[src/rtl/shiftreg_pkg.sv]
// shiftreg_pkg: timing defaults and FSM encoding shared by the 74HC165 reader and 74HC595 writer
package shiftreg_pkg;
  localparam int SR_N = 2;
  localparam int SR_PULSE_DURATION = 3;
  localparam int SR_SETUP_TIME = 3;
  typedef enum logic [2:0] {IDLE, LOAD, SETTLE, CLK_HI, DONE} state_t;
endpackage

[src/rtl/shiftreg_2_fpga_if.sv]
// shiftreg_2_fpga_if: fabric request/byte handshake plus the 74HC165 pin bundle
interface shiftreg_2_fpga_if;
  logic REQ, RDY, VALID, SH_LD, SRCLK, CLK_INH, SER_IN;
  logic [7:0] BYTE_OUT;
  modport master(output REQ, SER_IN, input RDY, VALID, BYTE_OUT, SH_LD, SRCLK, CLK_INH);
  modport slave(input REQ, SER_IN, output RDY, VALID, BYTE_OUT, SH_LD, SRCLK, CLK_INH);
endinterface

[src/rtl/shiftreg_timer.sv]
// shiftreg_timer: N-bit down-counter; expire rises load_val+1 edges after a load and stays high
module shiftreg_timer #(parameter int N = 2) (
  input  logic         CLK,
  input  logic         RST_N,
  input  logic         load,
  input  logic [N-1:0] load_val,
  output logic         expire
);
  logic [N-1:0] cnt;
  always_ff @(posedge CLK or negedge RST_N)
    if (!RST_N) cnt <= '0;
    else cnt <= load ? load_val : cnt - N'(cnt != '0);
  assign expire = cnt == '0;
endmodule

[src/rtl/shiftreg_2_fpga.sv]
// shiftreg_2_fpga: 74HC165 reader; parallel load, 7 SRCLK pulses, MSB-first byte with a VALID strobe
module shiftreg_2_fpga
  import shiftreg_pkg::*;
#(
  parameter int N = SR_N,
  parameter int PULSE_DURATION = SR_PULSE_DURATION,
  parameter int SETUP_TIME = SR_SETUP_TIME
) (
  input logic CLK,
  input logic RST_N,
  shiftreg_2_fpga_if.slave bus
);
  localparam logic [N-1:0] P_LD = N'(PULSE_DURATION - 1);
  localparam logic [N-1:0] S_LD = N'(SETUP_TIME - 1);
  state_t state;
  logic [2:0] bits;
  logic [7:0] data;
  logic expire, ld_p, ld_s;
  // the timer is reloaded on every state change that starts a new P or S wait
  always_comb begin
    ld_p = ((state == IDLE || state == DONE) && bus.REQ) || (state == SETTLE && expire && bits != 3'd7);
    ld_s = expire && (state == LOAD || state == CLK_HI);
  end
  shiftreg_timer #(.N(N)) u_timer (
    .CLK(CLK),
    .RST_N(RST_N),
    .load(ld_p || ld_s),
    .load_val(ld_p ? P_LD : S_LD),
    .expire(expire)
  );
  always_ff @(posedge CLK or negedge RST_N)
    if (!RST_N) begin
      state <= IDLE;
      bits <= '0;
      data <= '0;
      bus.RDY <= 1'b1;
      bus.VALID <= 1'b0;
      bus.BYTE_OUT <= '0;
      bus.SH_LD <= 1'b1;
      bus.SRCLK <= 1'b0;
      bus.CLK_INH <= 1'b1;
    end else begin
      bus.VALID <= 1'b0;
      case (state)
        IDLE, DONE:
          if (bus.REQ) begin
            state <= LOAD;
            bus.RDY <= 1'b0;
            bus.SH_LD <= 1'b0;
            bus.CLK_INH <= 1'b0;
            bits <= '0;
          end else state <= IDLE;
        LOAD:
          if (expire) begin
            bus.SH_LD <= 1'b1;
            state <= SETTLE;
          end
        SETTLE:
          if (expire) begin
            data <= {data[6:0], bus.SER_IN};
            if (bits == 3'd7) begin
              state <= DONE;
              bus.VALID <= 1'b1;
              bus.BYTE_OUT <= {data[6:0], bus.SER_IN};
              bus.RDY <= 1'b1;
              bus.CLK_INH <= 1'b1;
            end else begin
              bus.SRCLK <= 1'b1;
              bits <= bits + 3'd1;
              state <= CLK_HI;
            end
          end
        CLK_HI:
          if (expire) begin
            bus.SRCLK <= 1'b0;
            state <= SETTLE;
          end
        default: state <= IDLE;
      endcase
    end
endmodule

[src/flat_wrapper.sv]
// flat-port wrapper written by rule: the top's interface ports become plain ports
module shiftreg_2_fpga_flat import shiftreg_pkg::*;
#(
  parameter int N = SR_N,
  parameter int PULSE_DURATION = SR_PULSE_DURATION,
  parameter int SETUP_TIME = SR_SETUP_TIME
)
  (CLK, RST_N, bus_REQ, bus_SER_IN, bus_RDY, bus_VALID, bus_BYTE_OUT, bus_SH_LD, bus_SRCLK, bus_CLK_INH);
  shiftreg_2_fpga_if bus_i ();
  input logic CLK;
  input logic RST_N;
  input wire logic [$bits(bus_i.REQ)-1:0] bus_REQ;
  input wire logic [$bits(bus_i.SER_IN)-1:0] bus_SER_IN;
  output wire logic [$bits(bus_i.RDY)-1:0] bus_RDY;
  output wire logic [$bits(bus_i.VALID)-1:0] bus_VALID;
  output wire logic [$bits(bus_i.BYTE_OUT)-1:0] bus_BYTE_OUT;
  output wire logic [$bits(bus_i.SH_LD)-1:0] bus_SH_LD;
  output wire logic [$bits(bus_i.SRCLK)-1:0] bus_SRCLK;
  output wire logic [$bits(bus_i.CLK_INH)-1:0] bus_CLK_INH;
  assign bus_i.REQ = bus_REQ;
  assign bus_i.SER_IN = bus_SER_IN;
  assign bus_RDY = bus_i.RDY;
  assign bus_VALID = bus_i.VALID;
  assign bus_BYTE_OUT = bus_i.BYTE_OUT;
  assign bus_SH_LD = bus_i.SH_LD;
  assign bus_SRCLK = bus_i.SRCLK;
  assign bus_CLK_INH = bus_i.CLK_INH;
  shiftreg_2_fpga #(.N(N), .PULSE_DURATION(PULSE_DURATION), .SETUP_TIME(SETUP_TIME)) u_core (.CLK(CLK), .RST_N(RST_N), .bus(bus_i));
endmodule
[config.mk]
export PLATFORM = sky130hd
export DESIGN_NAME = shiftreg_2_fpga_flat
export DESIGN_NICKNAME = d
export VERILOG_FILES = /design/src/rtl/shiftreg_pkg.sv /design/src/rtl/shiftreg_2_fpga_if.sv /design/src/rtl/shiftreg_timer.sv /design/src/rtl/shiftreg_2_fpga.sv /design/src/flat_wrapper.sv
export SDC_FILE = /design/constraint.sdc
export NUM_CORES = 1
export LEC_CHECK = 0
export ABC_AREA = 0
export CAP_MARGIN = 40
export CORE_ASPECT_RATIO = 0.8
export CORE_UTILIZATION = 40
export CTS_CLUSTER_DIAMETER = 100
export DETAILED_ROUTE_END_ITERATION = 7
export PLACE_DENSITY = 0.63
export SLEW_MARGIN = 30
export SYNTH_ARGS = -nofsm -noshare
export SYNTH_HDL_FRONTEND = slang
export SYNTH_SLANG_ARGS = --single-unit
[constraint.sdc]
create_clock -name CLK -period 2 [get_ports CLK]
set_input_delay 0.4 -clock CLK [delete_from_list [all_inputs] [get_ports CLK]]
set_output_delay 0.4 -clock CLK [all_outputs]
set_load 0.01 [all_outputs]
==> out/qor.yml <==
syn-instance-count: 82
antenna_found_initial: 0
grt_util_all_layers_pct: 12.60
drc: 0
avgViaCountPerCell: 5.058
pwr-share-clk_pct: 13.1
path_cells: "clkdlybuf4s50_1"
end_kind: "output port"
die_area_mm2: 0.003143
rsz0062_at_grt: "false"
drv_slew: 0
drive_gt1_share_pct: 32.00
post-cts-setup-buffer-count: 0
tightest_slew_ns: 0.3302
ys_seq_area_share_pct: 58.03
vias: 698
finalSetupTns_ns: 0
hold_violations: 0
final_nets: 107
fin_crit_ns: 1.809
switchingPower_uw: 563.4
grt_start_max_net_pins: 28
io_pins: 17
final_util_pct: 49.91
relSlewSlack_pct: 77.82
swShare_pct: 32.64
dp_hpwl_um: 1224
overflow: 0
p_total_mw: 1.726
dr.first_iter.drc_count: 15
reg2reg_to: "u_core.bits[1]"
worstHoldPathType: "input pin to asynchronous set/reset pin"
synth-seq-cells: 27
cts_sinks: 27
portBuffers: 16
postRouteAntennaNets: 0
final_area_mm2: 0.001380
globalplace.congestion: 0.7896
cp_num_buf_inv: 1
ys.flop_type: "dfrtp_1"
status: "finished clean"
wl_um: 1748
synth_nets: 88
finalWorstSetupSlack_ns: 0.1908
hold_ws_ns: 0.4294
yosysUniqueCellTypes: 29
cts-root-buf: "clkbuf_4"
grt_pass1_wl_um: 3029
crit_type: "flop to output port"
htree_levels: 1
max-cap-violations: 0
die_w_um: 62.43
reg2reg_depth: 5
final_common_cell: "dfrtp_1"
critPathArrivalTime_ns: 1.41
stdcell_count: 138
start_util_pct: 42.26
crit_path_start_kind: "flop"
crit_family: "flip-flops"
syn_area_mm2: 0.001169
slowest_stage: "dfstp_2"
cts-buffers-inserted: 3
grt_pass1_vias: 657
internal-power_mw: 1.163
die_y_um: 50.35
skew_ns: 0.008604
setup_viol: 0
synth_edf_count: 0
cts.path.max_buffers: 2
dp.cells: 134
wl_per_cell_um: 12.67
layout.cells.most_common_list: "dfrtp_1 (25), clkdlybuf4s50_1 (16), mux2_4 (8), mux2_2 (7), nand2_1 (5)"
timing.rr.start: "u_core.bits[0]"
pwr-share-seq_pct: 52.1
avgSynthCellArea_um2: 14.25
row_count: 17
synthToLayoutAreaGrowth_pct: 18.09
power_leakage_nw: 0.6121
clock_latency_ns: 0.32
core-area_mm2: 0.002765
min_period_over_period_pct: 90.46
fmax_ghz: 0.5527
post_cts_hold_buffer_count: 0
placedInstanceArea_mm2: 0.001354
ys_async_sr_fraction_pct: 100.0
powerDensity_mw_per_mm2: 1251
crit_fanout: 3
ff2ff_setup_slack_ns: 0.31
worst_ir_drop_vdd_v: 0.0005483
clk_pin_slew_worst_paths_ns: 0.14
dr.pass1.iters: 4
cts_resized: 0
nFillCells: 259
power_frac_comb_pct: 34.8
post-place-ws_ns: 0.2930
num_antenna_cells: 0
slowest_delay_ns: 0.56
yosysWarnings: 0
critPathRequiredTime_ns: 1.60
cts_tree: "yes"
## cell families after synthesis
kind of cell	count (synthesis)	share of synthesized area, %
multiplexers	16	17.88
AND/OR/NAND/NOR	19	11.35
adder cells (fa/ha/maj)	2	2.141
buffers and inverters	6	3.855
flip-flops	27	58.03
AO/OA/AOI/OAI	12	6.746
## how the worst max path moves through the flow
| stage | from | end | slack (ns) | cells past startpoint |
|---|---|---|---|---|
| 2_1_floorplan | u_core.bits[0] | u_core.bits[1] | 0.48 | 5 |
| 3_3_place_gp | bus_REQ | u_core.bits[2] | 0.31 | 3 |
| 3_5_place_dp | bus_REQ | u_core.bits[1] | 0.29 | 3 |
| 4_1_cts | u_core.bus.RDY | bus_CLK_INH | 0.17 | 1 |
| 5_1_grt | u_core.bus.RDY | bus_RDY | 0.13 | 1 |
| 6_report | u_core.bus.RDY | bus_CLK_INH | 0.19 | 1 |
## registers in the layout (all words and copies together), names as in the netlist, 2 cells and up
register and cells:
u_core.u_timer.cnt 2, u_core.bus.BYTE_OUT 8, u_core.state 3, u_core.data 7, u_core.bits 3
## synth_stat cells (2+ instances only)
cell	number	share of area (%)
nand2_1	5	1.6
a21oi_1	2	0.86
a31oi_1	2	1.1
dfstp_2	2	4.5
ha_1	2	2.1
a31o_2	2	1.5
nor3_1	2	0.86
o21ai_0	3	1.3
clkbuf_2	2	0.86
mux2_4	8	10
mux2_2	7	6.7
dfrtp_1	25	54
inv_1	2	0.64
and3_2	3	1.9
## layout make-up
class / instances / area (µm²) / area share, %
repair buffers: 18 / 175.2 / 12.69
well taps: 38 / 47.55 / 3.445
clock buffers: 4 / 26.28 / 1.904
inverters: 2 / 7.507 / 0.5440
multi-input cells: 49 / 445.4 / 32.28
flip-flops and latches: 27 / 678.2 / 49.14
## per-layer routing
metal	routed length, µm	track usage, %
met5	0	0
met4	13	3.488
met3	63	4.318
met2	780	19.02
met1	891	17.20
## power groups by stage
| stage | Combinational [mW] | Clock [mW] | Sequential [mW] |
|---|---|---|---|
| 3_5_place_dp | 0.607 | 0 | 0.911 |
| 6_report | 0.601 | 0.226 | 0.899 |
| 2_1_floorplan | 0.460 | 0 | 0.857 |
| 5_1_grt | 0.662 | 0.263 | 0.928 |
| 4_1_cts | 0.610 | 0.239 | 0.897 |
| 3_3_place_gp | 0.581 | 0 | 0.901 |
Note: power is estimated with default switching activity, not from simulation.
